File: config.mk
export PLATFORM = sky130hd
export DESIGN_NAME = uart_tx_fifo
export DESIGN_NICKNAME = d
export VERILOG_FILES = /design/src/rtl/uart_tx_fifo.sv
export SDC_FILE = /design/constraint.sdc
export NUM_CORES = 1
export LEC_CHECK = 0
export ABC_AREA = 1
export CORE_UTILIZATION = 59
export DETAILED_ROUTE_END_ITERATION = 8
export HOLD_SLACK_MARGIN = 0.06
export PLACE_DENSITY = 0.86
export SYNTH_ARGS = -nofsm -noshare
export SYNTH_HDL_FRONTEND = slang
export SYNTH_SLANG_ARGS = --single-unit
File: constraint.sdc
create_clock -name clk -period 3.8 [get_ports clk]
set_input_delay 0.76 -clock clk [delete_from_list [all_inputs] [get_ports clk]]
set_output_delay 0.76 -clock clk [all_outputs]
set_load 0.02 [all_outputs]
File: src/rtl/uart_tx_fifo.sv
// -----------------------------------------------------------------------------
// uart_tx_fifo
//
// Buffered UART transmitter. Bytes are accepted over a valid/ready handshake,
// queued in a small FIFO and sent LSB-first on uart_tx. Frames follow each
// other with no idle gap. The bit period is taken from clk_per_bit each time a
// frame starts and is held for the whole frame.
//
// Optional feature (compile-time macro):
//   UART_TX_PARITY_EN  adds an even-parity bit between the data bits and the
//                      stop bit, giving 8E1 frames of 11 bit periods. When the
//                      macro is undefined, frames are 8N1 with 10 bit periods.
//
// Parameters:
//   CLK_BITS    width of clk_per_bit and of the bit-period counter
//   FIFO_DEPTH  FIFO entries; must be a power of 2 and at least 2
//
// Ports:
//   clk          single clock, rising edge
//   rst          synchronous reset, active-high
//   clk_per_bit  clock cycles per UART bit, sampled at frame start
//   tx_data      byte to enqueue
//   tx_valid     tx_data is valid
//   tx_ready     FIFO can accept a byte (not full)
//   uart_tx      registered serial line, idle high
//   busy         frame in flight or FIFO non-empty
//   fifo_count   current FIFO occupancy
// -----------------------------------------------------------------------------
module uart_tx_fifo #(
  parameter int CLK_BITS   = 10,
  parameter int FIFO_DEPTH = 8
) (
  input  logic                          clk,
  input  logic                          rst,
  input  logic [CLK_BITS-1:0]           clk_per_bit,
  input  logic [7:0]                    tx_data,
  input  logic                          tx_valid,
  output logic                          tx_ready,
  output logic                          uart_tx,
  output logic                          busy,
  output logic [$clog2(FIFO_DEPTH):0]   fifo_count
);

  localparam int PTR_W = $clog2(FIFO_DEPTH);
  localparam int CNT_W = PTR_W + 1;

  localparam logic [CNT_W-1:0]    FULL_COUNT = CNT_W'(FIFO_DEPTH);
  localparam logic [CNT_W-1:0]    CNT_ONE    = CNT_W'(1);
  localparam logic [PTR_W-1:0]    PTR_ONE    = PTR_W'(1);
  localparam logic [CLK_BITS-1:0] PER_ONE    = CLK_BITS'(1);

  localparam logic [2:0] ST_IDLE   = 3'd0;
  localparam logic [2:0] ST_START  = 3'd1;
  localparam logic [2:0] ST_DATA   = 3'd2;
`ifdef UART_TX_PARITY_EN
  localparam logic [2:0] ST_PARITY = 3'd3;
`endif
  localparam logic [2:0] ST_STOP   = 3'd4;

  // Line level for a given state. data_bit carries the shift LSB in DATA and
  // the parity bit in PARITY.
  function automatic logic line_level(input logic [2:0] st, input logic data_bit);
    logic lvl;
    lvl = 1'b1;
    case (st)
      ST_START:  lvl = 1'b0;
      ST_DATA:   lvl = data_bit;
`ifdef UART_TX_PARITY_EN
      ST_PARITY: lvl = data_bit;
`endif
      default:   lvl = 1'b1;
    endcase
    return lvl;
  endfunction

  // Control state (reset)
  logic [2:0]          state_q, state_d;
  logic [CLK_BITS-1:0] cnt_q, cnt_d;
  logic [2:0]          bit_idx_q, bit_idx_d;
  logic [PTR_W-1:0]    wr_ptr_q, wr_ptr_d;
  logic [PTR_W-1:0]    rd_ptr_q, rd_ptr_d;
  logic [CNT_W-1:0]    count_q, count_d;
  logic                uart_tx_q, uart_tx_d;

  // Datapath state (no reset)
  logic [7:0]          mem_q [FIFO_DEPTH];
  logic [7:0]          shift_q, shift_d;
  logic [CLK_BITS-1:0] period_q, period_d;
`ifdef UART_TX_PARITY_EN
  logic                parity_q, parity_d;
`endif

  logic full;
  logic empty;
  logic push;
  logic pop;
  logic can_start;
  logic bit_end;
  logic line_bit;

  always_comb begin
    full      = (count_q == FULL_COUNT);
    empty     = (count_q == '0);
    tx_ready  = !full;
    push      = tx_valid && !full;
    can_start = !empty && (clk_per_bit != '0);
    bit_end   = (cnt_q == period_q - PER_ONE);

    state_d   = state_q;
    cnt_d     = cnt_q;
    bit_idx_d = bit_idx_q;
    shift_d   = shift_q;
    period_d  = period_q;
`ifdef UART_TX_PARITY_EN
    parity_d  = parity_q;
`endif
    pop       = 1'b0;

    // The bit counter free-runs from 0 to period-1 in every non-idle state;
    // each wrap marks the end of one bit.
    if (state_q == ST_IDLE) begin
      cnt_d = '0;
    end else begin
      cnt_d = bit_end ? '0 : cnt_q + PER_ONE;
    end

    case (state_q)
      ST_IDLE: begin
        if (can_start) begin
          pop     = 1'b1;
          state_d = ST_START;
        end
      end
      ST_START: begin
        if (bit_end) begin
          state_d   = ST_DATA;
          bit_idx_d = 3'd0;
        end
      end
      ST_DATA: begin
        if (bit_end) begin
          if (bit_idx_q == 3'd7) begin
`ifdef UART_TX_PARITY_EN
            state_d = ST_PARITY;
`else
            state_d = ST_STOP;
`endif
          end else begin
            shift_d   = {1'b0, shift_q[7:1]};
            bit_idx_d = bit_idx_q + 3'd1;
          end
        end
      end
`ifdef UART_TX_PARITY_EN
      ST_PARITY: begin
        if (bit_end) begin
          state_d = ST_STOP;
        end
      end
`endif
      ST_STOP: begin
        // Chain straight into the next start bit when more data is waiting,
        // so consecutive frames have no idle cycles between them.
        if (bit_end) begin
          if (can_start) begin
            pop     = 1'b1;
            state_d = ST_START;
          end else begin
            state_d = ST_IDLE;
          end
        end
      end
      default: begin
        state_d = ST_IDLE;
      end
    endcase

    // Frame start: load the head byte and freeze the period for this frame.
    if (pop) begin
      shift_d  = mem_q[rd_ptr_q];
      period_d = clk_per_bit;
      cnt_d    = '0;
`ifdef UART_TX_PARITY_EN
      parity_d = ^mem_q[rd_ptr_q];
`endif
    end

    wr_ptr_d = push ? wr_ptr_q + PTR_ONE : wr_ptr_q;
    rd_ptr_d = pop  ? rd_ptr_q + PTR_ONE : rd_ptr_q;

    count_d = count_q;
    case ({push, pop})
      2'b10:   count_d = count_q + CNT_ONE;
      2'b01:   count_d = count_q - CNT_ONE;
      default: count_d = count_q;
    endcase

    // uart_tx is registered from the next state so the line changes on the
    // same edge as the state it belongs to.
`ifdef UART_TX_PARITY_EN
    line_bit = (state_d == ST_PARITY) ? parity_d : shift_d[0];
`else
    line_bit = shift_d[0];
`endif
    uart_tx_d = line_level(state_d, line_bit);
  end

  always_ff @(posedge clk) begin
    if (rst) begin
      state_q   <= ST_IDLE;
      cnt_q     <= '0;
      bit_idx_q <= 3'd0;
      wr_ptr_q  <= '0;
      rd_ptr_q  <= '0;
      count_q   <= '0;
      uart_tx_q <= 1'b1;
    end else begin
      state_q   <= state_d;
      cnt_q     <= cnt_d;
      bit_idx_q <= bit_idx_d;
      wr_ptr_q  <= wr_ptr_d;
      rd_ptr_q  <= rd_ptr_d;
      count_q   <= count_d;
      uart_tx_q <= uart_tx_d;
    end
  end

  always_ff @(posedge clk) begin
    if (push) begin
      mem_q[wr_ptr_q] <= tx_data;
    end
    shift_q  <= shift_d;
    period_q <= period_d;
`ifdef UART_TX_PARITY_EN
    parity_q <= parity_d;
`endif
  end

  assign uart_tx    = uart_tx_q;
  assign busy       = (state_q != ST_IDLE) || !empty;
  assign fifo_count = count_q;

endmodule

# Word level (Yosys, flattened, before mapping)
# Memories as Yosys holds them, arrays and structs flattened. A register that Yosys moved wholly into a read port is not among the register bits.
# Cells that the tools add are included.
[op_classes]
addsub = 7
eq_ne = 14
mux = 24
reduce_logical = 16
[ops]
columns = ["operator", "count"]
rows = [
  ["$mux W8", 4],
  ["$mux W3", 10],
  ["$pmux W3 S4", 1],
  ["$add A10 B1 Y10 const B", 1],
  ["$eq A10 B10 Y1", 1],
  ["$reduce_bool A10 Y1", 1],
  ["$sub A10 B1 Y10 const B", 1],
  ["$add A3 B1 Y3 const B", 3],
  ["$ne A2 B2 Y1 const B", 4],
  ["$pmux W4 S2", 1],
  ["$reduce_bool A2 Y1", 4],
  ["$eq A3 B1 Y1 const B", 2],
  ["$eq A3 B2 Y1 const B", 2],
  ["$eq A3 B3 Y1 const B", 2],
  ["$pmux W3 S2", 1],
  ["$mux W1", 5],
  ["$add A4 B1 Y4 const B", 1],
  ["$eq A4 B4 Y1 const B", 1],
  ["$logic_not A4 Y1", 1],
  ["$pmux W1 S2", 2],
  ["$reduce_and A4 Y1", 1],
  ["$reduce_or A4 Y1", 1],
  ["$sub A4 B1 Y4 const B", 1],
  ["$logic_not A3 Y1", 1],
  ["7 further kinds", 9],
]
[totals]
register_bits = 45
ram_bits = 64
inputBits = 21
output_inout_bits = 7
n_memories = 1
[memory_table]
columns = ["memory", "words", "width", "read_ports", "rd_ports_with_merged_regs", "write_ports", "line", "text"]
rows = [
  ["mem_q", 8, 8, 1, 1, 1, "86", "logic [7:0] mem_q [FIFO_DEPTH];"],
]

# Depth between registers and ports, before layout
# Gate-level depths: netlist (run 1).
[logic_depth]
ltp_word = 8
depth_mapped = 22

# Worst setup path before layout (run 1)
# No wires, ideal clock.
[synth_timing]
path_kind = "register -> register"
start = "reg period_q[0]"
end = "reg count_q[2] (netlist: fifo_count[2])"
arrival_time_ps = 2846
required_time_ps = 3685
setup_slack_ps = 838
stages_incl_launch_ff = 23
period_less_slack_ps = 2962
cell_sequence = "edfxtp_1 > inv_1 > ha_1 > inv_2 > nor2_1 > nand3_1 > nor2_1 > nand2_1 > nand2_1 > nand2_1 > nor2_2 > nand2_1 > nand2_2 > nand2_2 > buf_6 > inv_2 > ha_1 > xor2_1 > ha_1 > a21oi_1 > xor2_1 > o21ai_0 > inv_1"
[synth_between]
elab_chain_cells = 6
word_cells_on_any_way = 8
classes_between = "add/sub: 1; eq/ne: 3; mux: 3; reduce/logical: 1"
[synth_rtl]
columns = ["element", "line", "text"]
rows = [
  ["start: declaration", "88", "logic [CLK_BITS-1:0] period_q, period_d;"],
  ["start signal: assignment", "233", "period_q <= period_d;"],
  ["$sub A10 B1 Y10 *", "107", "bit_end = (cnt_q == period_q - PER_ONE);"],
  ["$eq A10 B10 Y1 *", "107", ""],
  ["$mux W1 *", "164", "if (bit_end) begin"],
  ["$pmux W1 S2 *", "127", "case (state_q)"],
  ["$eq A2 B1 Y1 or $eq A2 B2 Y1 (tied branches)", "192", "case ({push, pop})"],
  ["$pmux W4 S2 or $reduce_bool A2 Y1 (tied branches)", "--", ""],
  ["end signal: assignment", "223", "count_q <= count_d;"],
  ["end: declaration", "82", "logic [CNT_W-1:0] count_q, count_d;"],
]
# Mark *: on every way between the ends. The rest lies on a longest branch, timed or not.
# A chain may end at the register's enable or synchronous reset.

# Worst setup path in the final report (run 1)
# Same ends and word-level chain as after synthesis.

==> results.json, run 1 <==
{
  "status": "completed",
  "cts_num_sinks": 112,
  "syn2layout_area_growth_pct": 12.2,
  "maxSlewHeadroom_pct": 34.5,
  "switching_power_w": 0.00133,
  "max_clock_freq_ghz": 0.293,
  "synthArstFlopShare_pct": 0,
  "finalHoldViolCount": 0,
  "grt_pass1_wl_um": 16800,
  "ys_seq_area_share_pct": 62.0,
  "cts_tree": "done",
  "place_inst": 616,
  "rows": 32,
  "floorplan.die_area_um2": 8720,
  "port_buffers": 27,
  "grt_pass1_vias": 3549,
  "drive_above_1_share_pct": 6.98,
  "routabilityCongestion": 0.878,
  "gr-usage-all-layers_pct": 25.7,
  "critPathLaunchType": "register",
  "seq_area_um2": 3050,
  "ys_seq_elements": 112,
  "cts_made_buffers": 9,
  "grt_remaining_overflow": 0,
  "cap_violations": 0,
  "worstPathRequired_ps": 4070,
  "setup_viol": 0,
  "initial_core_util_pct": 62.5,
  "grt_max_degree": 35,
  "irDropWorstVdd_mv": 0.444,
  "power_per_cell_area_nw_per_um2": 660,
  "synth_cell_types": 34,
  "setup_tns_ps": 0,
  "drv_slew": 0,
  "drc": 0,
  "syn_avg_cell_area_um2": 9.95,
  "viasPerCell": 5.73,
  "grt_antenna_before_repair": 0,
  "vias": 3621,
  "fin_skew_ps": 18.0,
  "cts_buffer_depth": 2,
  "internal_power_w": 0.00231,
  "cts_hold_buffers": 0,
  "post_cts_resized": 0,
  "path_clk_slew_ps": 110,
  "syn_nets": 525,
  "cts_setup_buffers": 0,
  "switching_share_pct": 36.6,
  "fin_crit_ps": 3410,
  "wl_um": 10200,
  "share_comb_of_total_power_pct": 33.5,
  "wl_per_cell_um": 16.2,
  "grt_setup_unrepaired": "no",
  "synth.most_common_cell": "nand2_1",
  "die_x_um": 93.4,
  "fp.coreArea_um2": 7890,
  "syn_inst": 495,
  "hold_path.class": "reg -> reg",
  "synth_edf_count": 81,
  "ys_top_cells_by_area": "edfxtp_1, dfxtp_1, nand2_1",
  "multi_input_area_um2": 1630,
  "dr.first_iter.drc_count": 322,
  "firstDrtPassIters": 5,
  "chipHeight_um": 93.4,
  "path_class": "reg -> reg",
  "cts-root-buf": "clkbuf_8",
  "synth_commonest_cells": "nand2_1, edfxtp_1, nor2_1",
  "cp_max_fo": 14,
  "arrival_ps": 3680,
  "cellLeakagePower_nw": 2.12,
  "post-route-period-util_pct": 89.7,
  "worstSkewPairLatency_ps": 370,
  "io_pins": 28,
  "power_frac_seq_pct": 45.7,
  "cp-end-kind": "register",
  "synthFlopType": "edfxtp_1",
  "yosys_warnings": 0,
  "htree_levels": 3,
  "hpwl_um": 6820,
  "fin_cells": 632,
  "power.share.clock_pct": 20.8,
  "synth_area_um2": 4930,
  "synth_top_cell_by_area": "edfxtp_1",
  "nFillCells": 550,
  "max_slew.worst_pin.slew_ps": 981,
  "final_nets": 555,
  "netlist.area_leader.share_pct": 49.4,
  "ant_nets": 0,
  "antenna_cells": 0
}
[cells by family (layout without fill, tap and decap cells)]
| group | count (synthesis) | count (layout) | synth area share, % |
|---|---|---|---|
| adders and majority gates | 9 | 9 | 2.29 |
| and+or+nand+nor | 219 | 219 | 18.8 |
| DFF | 112 | 112 | 62.0 |
| xor gates and xnor gates | 11 | 11 | 1.96 |
| buffers and inverters | 61 | 96 | 4.85 |
| AOI/OAI and AO/OA | 83 | 83 | 10.2 |
[worst max-delay path, stage by stage (launching register included)]
cell and delay (ps):
edfxtp_1 400, inv_1 150, ha_1 250, inv_2 50, nor2_1 130, nand3_1 160, nor2_1 120, nand2_1 60
nand2_1 90, nand2_1 60, nor2_2 120, nand2_1 110, nand2_2 100, nand2_2 60, inv_2 280, ha_1 300
xor2_1 220, ha_1 180, a21oi_1 50, xor2_1 180, o21ai_0 180, inv_1 50
[layer usage]
layer / share of wire, % / vias to the layer above / track usage, %
li1: - / 1750 / -
met2: 51 / 126 / 44.4
met4: 1.8 / 0 / 9.74
met1: 41 / 1732 / 32.3
met5: 0 / - / 0
met3: 6.2 / 13 / 4.39
[final timing paths]
check	depth (start not counted)	endpoint	slack (ps)	startpoint
hold reg to reg	1	cnt_q[0]$_SDFF_PP0_	480	cnt_q[0]$_SDFF_PP0_
setup reg to reg	21	fifo_count[2]$_SDFFE_PP0P_	390	period_q[0]$_DFFE_PN_
hold / removal	1	cnt_q[0]$_SDFF_PP0_	480	cnt_q[0]$_SDFF_PP0_
setup / recovery	21	fifo_count[2]$_SDFFE_PP0P_	390	period_q[0]$_DFFE_PN_
[cell usage in the layout (no fill, tap or decap), drive strengths merged, types with 6 or more instances in the layout]
master / count
inv: 49
buf: 6
clkdlybuf4s50: 27
nand2: 114
a221oi: 12
o31a: 6
xor2: 8
a21oi: 42
dfxtp: 31
edfxtp: 81
o21ai: 18
nor2: 66
clkbuf: 9
ha: 9
nand3: 21
[power groups by stage]
stage,logic [W],registers [W],clock network [W]
finish,0.00122,0.00167,0.000756
global route,0.00136,0.00168,0.000807
CTS,0.00121,0.00166,0.000756
detailed placement,0.00120,0.00169,0
global placement,0.00114,0.00168,0
floorplan,0.000862,0.00169,0
[layout make-up]
cell class                      count  area share (%)
Timing Repair Buffer               33            5.71
Multi-Input combinational cell    322            29.6
Sequential cell                   112            55.3
Tap cell                          102            2.31
Inverter                           47            3.19
Clock buffer                        9            2.24
Clock inverter                      7            1.72
[stage by stage]
stage | utilization (%) | instance area [um2] | hold WS [ps] | total power (W) | worst slack [ps]
CTS | 70.1 | 5530 | 495 | 0.00363 | 421
finish | 70.1 | 5530 | 483 | 0.00364 | 391
global placement | 67.3 | 5310 | 453 | 0.00283 | 620
floorplan | - | 4930 | 430 | 0.00255 | 838
global route | 70.1 | 5530 | 521 | 0.00385 | 35.9
detailed placement | 67.3 | 5310 | 470 | 0.00289 | 435
[flip-flops by register name, summed over array words and instances, names as in the netlist, named ones only]
name	flops
rd_ptr_q	3
wr_ptr_q	3
uart_tx	1
mem_q	64
period_q	10
bit_idx_q	3
state_q	3
cnt_q	10
fifo_count	4
shift_q	8
(Power assumes the default switching activity.)
==> inputs of run 2 (changes only) <==
--- a/config.mk
+++ b/config.mk
@@ -6,6 +6,7 @@
 export NUM_CORES = 1
 export LEC_CHECK = 0
 export ABC_AREA = 1
+export CORE_ASPECT_RATIO = 0.6
 export CORE_UTILIZATION = 59
 export DETAILED_ROUTE_END_ITERATION = 8
 export HOLD_SLACK_MARGIN = 0.06
==> run 2 against run 1 <==
Net effect: combinational power about the same; via count fell by 0.25%; design area grew 0.97%; total power is 4.4% higher; sequential share of layout area is 0.53 points lower; routed wire length increased by 2.5%; count of clock-buffer cells in the layout increased by 2; largest cell class unchanged.
==> results.json, run 2 (synthesis results as in run 1) <==
{
  "ant_nets": 0,
  "syn2layout_area_growth_pct": 13.3,
  "power_frac_seq_pct": 44.1,
  "drive_above_1_share_pct": 5.87,
  "place_area_um2": 5300,
  "use_met3_pct": 7.34,
  "whs_path_depth": 2,
  "wl_um": 10500,
  "chipHeight_um": 72.8,
  "cp_max_fo": 14,
  "mostFrequentLayoutCell": "nand2_1",
  "antenna_cells": 0,
  "final_nets": 553,
  "path_clk_slew_ps": 70,
  "post-route-period-util_pct": 85.8,
  "power.share.clock_pct": 23.7,
  "max_clock_freq_ghz": 0.307,
  "grt_use_met2_pct": 40.5,
  "worstSkewPairLatency_ps": 350,
  "cts_buffer_depth": 2,
  "grt_max_degree": 35,
  "grt_antenna_before_repair": 0,
  "grt_remaining_overflow": 0,
  "largest_reg_flops": 64,
  "initial_core_util_pct": 61.8,
  "rows": 25,
  "cts_num_sinks": 112,
  "floorplan.die_area_um2": 8730,
  "die_x_um": 120,
  "maxSlewHeadroom_pct": 32.5,
  "switching_power_w": 0.00131,
  "worstPathRequired_ps": 4040,
  "firstDrtPassIters": 5,
  "cellLeakagePower_nw": 2.14,
  "cts-root-buf": "clkbuf_16",
  "gr-usage-all-layers_pct": 25.8,
  "grt_setup_unrepaired": "no",
  "startpoint": "period_q[0]$_DFFE_PN_",
  "fin_crit_ps": 3260,
  "irDropWorstVdd_mv": 0.446,
  "port_buffers": 27,
  "final_area_um2": 5580,
  "vias": 3612,
  "cts_made_buffers": 9,
  "viasPerCell": 5.68,
  "hpwl_um": 7350,
  "critPathLaunchType": "register",
  "grt_use_met1_pct": 35.4,
  "setup_viol": 0,
  "finalHoldViolCount": 0,
  "wl_per_cell_um": 16.5,
  "cp-end-kind": "register",
  "switching_share_pct": 34.5,
  "hold_path.class": "reg -> reg",
  "arrival_ps": 3500,
  "setup_tns_ps": 0,
  "io_pins": 28,
  "busiest_layer": "met2",
  "drv_slew": 0,
  "post_cts_resized": 0,
  "fin_skew_ps": 7.05,
  "cts_tree": "done",
  "rr_startpoint": "period_q[0]$_DFFE_PN_",
  "grt_pass1_wl_um": 16600,
  "share_comb_of_total_power_pct": 32.2,
  "fp.coreArea_um2": 7980,
  "final_cell_mix": "nand2_1, edfxtp_1, nor2_1",
  "drc": 0,
  "worstHoldStart": "bit_idx_q[0]$_SDFFE_PP0P_",
  "power_per_cell_area_nw_per_um2": 682,
  "cts_setup_buffers": 0,
  "reg_top3": "mem_q: 64 flops, cnt_q: 10 flops, period_q: 10 flops",
  "cap_violations": 0,
  "regMostFlops": "mem_q",
  "grt_pass1_vias": 3384,
  "internal_power_w": 0.00249,
  "status": "completed",
  "max_slew.worst_pin.slew_ps": 1010,
  "dr.first_iter.drc_count": 396,
  "path_class": "reg -> reg",
  "htree_levels": 3,
  "cts_hold_buffers": 0,
  "routabilityCongestion": 0.877,
  "worstRegToRegCells": 21
}
## run 2: cell types whose count changed in the layout (fill, tap and decap cells not counted)
cell / previous run / this run
clkinv_2: 0 / 2
inv_6: 2 / 0
buf_4: 6 / 4
clkbuf_8: 9 / 0
clkinv_8: 1 / 0
inv_8: 2 / 0
clkbuf_16: 0 / 9
clkbuf_1: 0 / 2
clkinv_4: 1 / 0
clkinv_1: 2 / 4
## run 2: area by class of cell
cell class                 count  area, um2
clock buffer                  11        233
clock inverter                 5       47.5
fill                         572       2400
inverter                      47        176
multi-input combinational    322       1630
sequential                   112       3050
tap                          108        135
timing repair buffer          31        300
## run 2: stage by stage
| stage | setup WS (ps) | utilization [%] | power, W | hold slack, ps | cells |
|---|---|---|---|---|---|
| 2_1_floorplan | 838 | - | 0.00255 | 430 | 495 |
| 3_3_place_gp | 636 | 66.4 | 0.00283 | 454 | 620 |
| 3_5_place_dp | 511 | 66.4 | 0.00291 | 478 | 620 |
| 4_1_cts | 559 | 69.9 | 0.00380 | 494 | 636 |
| 5_1_grt | 199 | 69.9 | 0.00400 | 518 | 636 |
| 6_report | 541 | 69.9 | 0.00380 | 492 | 636 |
## run 2: worst paths after layout
| path | to | slack (ps) |
|---|---|---|
| max reg2reg | fifo_count[2]$_SDFFE_PP0P_ | 540 |
| min | bit_idx_q[0]$_SDFFE_PP0P_ | 490 |
| min reg2reg | bit_idx_q[0]$_SDFFE_PP0P_ | 490 |
| max | fifo_count[2]$_SDFFE_PP0P_ | 540 |
## run 2: power groups by stage
stage                     registers, W  clock network (W)  logic [W]
after floorplan                0.00169                  0   0.000862
after global placement         0.00169                  0    0.00114
after detailed placement       0.00170                  0    0.00121
after CTS                      0.00167           0.000904    0.00122
after global routing           0.00170           0.000952    0.00135
final                          0.00168           0.000900    0.00123
## run 2: critical path: stages (launching register included)
cell and delay [ps]:
edfxtp_1 390, inv_1 140, ha_1 240, inv_2 60
nor2_1 120, nand3_1 150, nor2_1 110, nand2_1 50
nand2_1 80, nand2_1 60, nor2_2 110, nand2_1 90
nand2_2 90, nand2_2 70, inv_2 240, ha_1 300
xor2_1 220, ha_1 180, a21oi_1 60, xor2_1 180
o21ai_0 160, inv_1 60
## run 2: layer usage
| layer | vias to the layer above | wire length [um] |
|---|---|---|
| li1 | 1747 | - |
| met1 | 1704 | 4810 |
| met2 | 151 | 4740 |
| met3 | 10 | 807 |
| met4 | 0 | 110 |
| met5 | - | 0 |
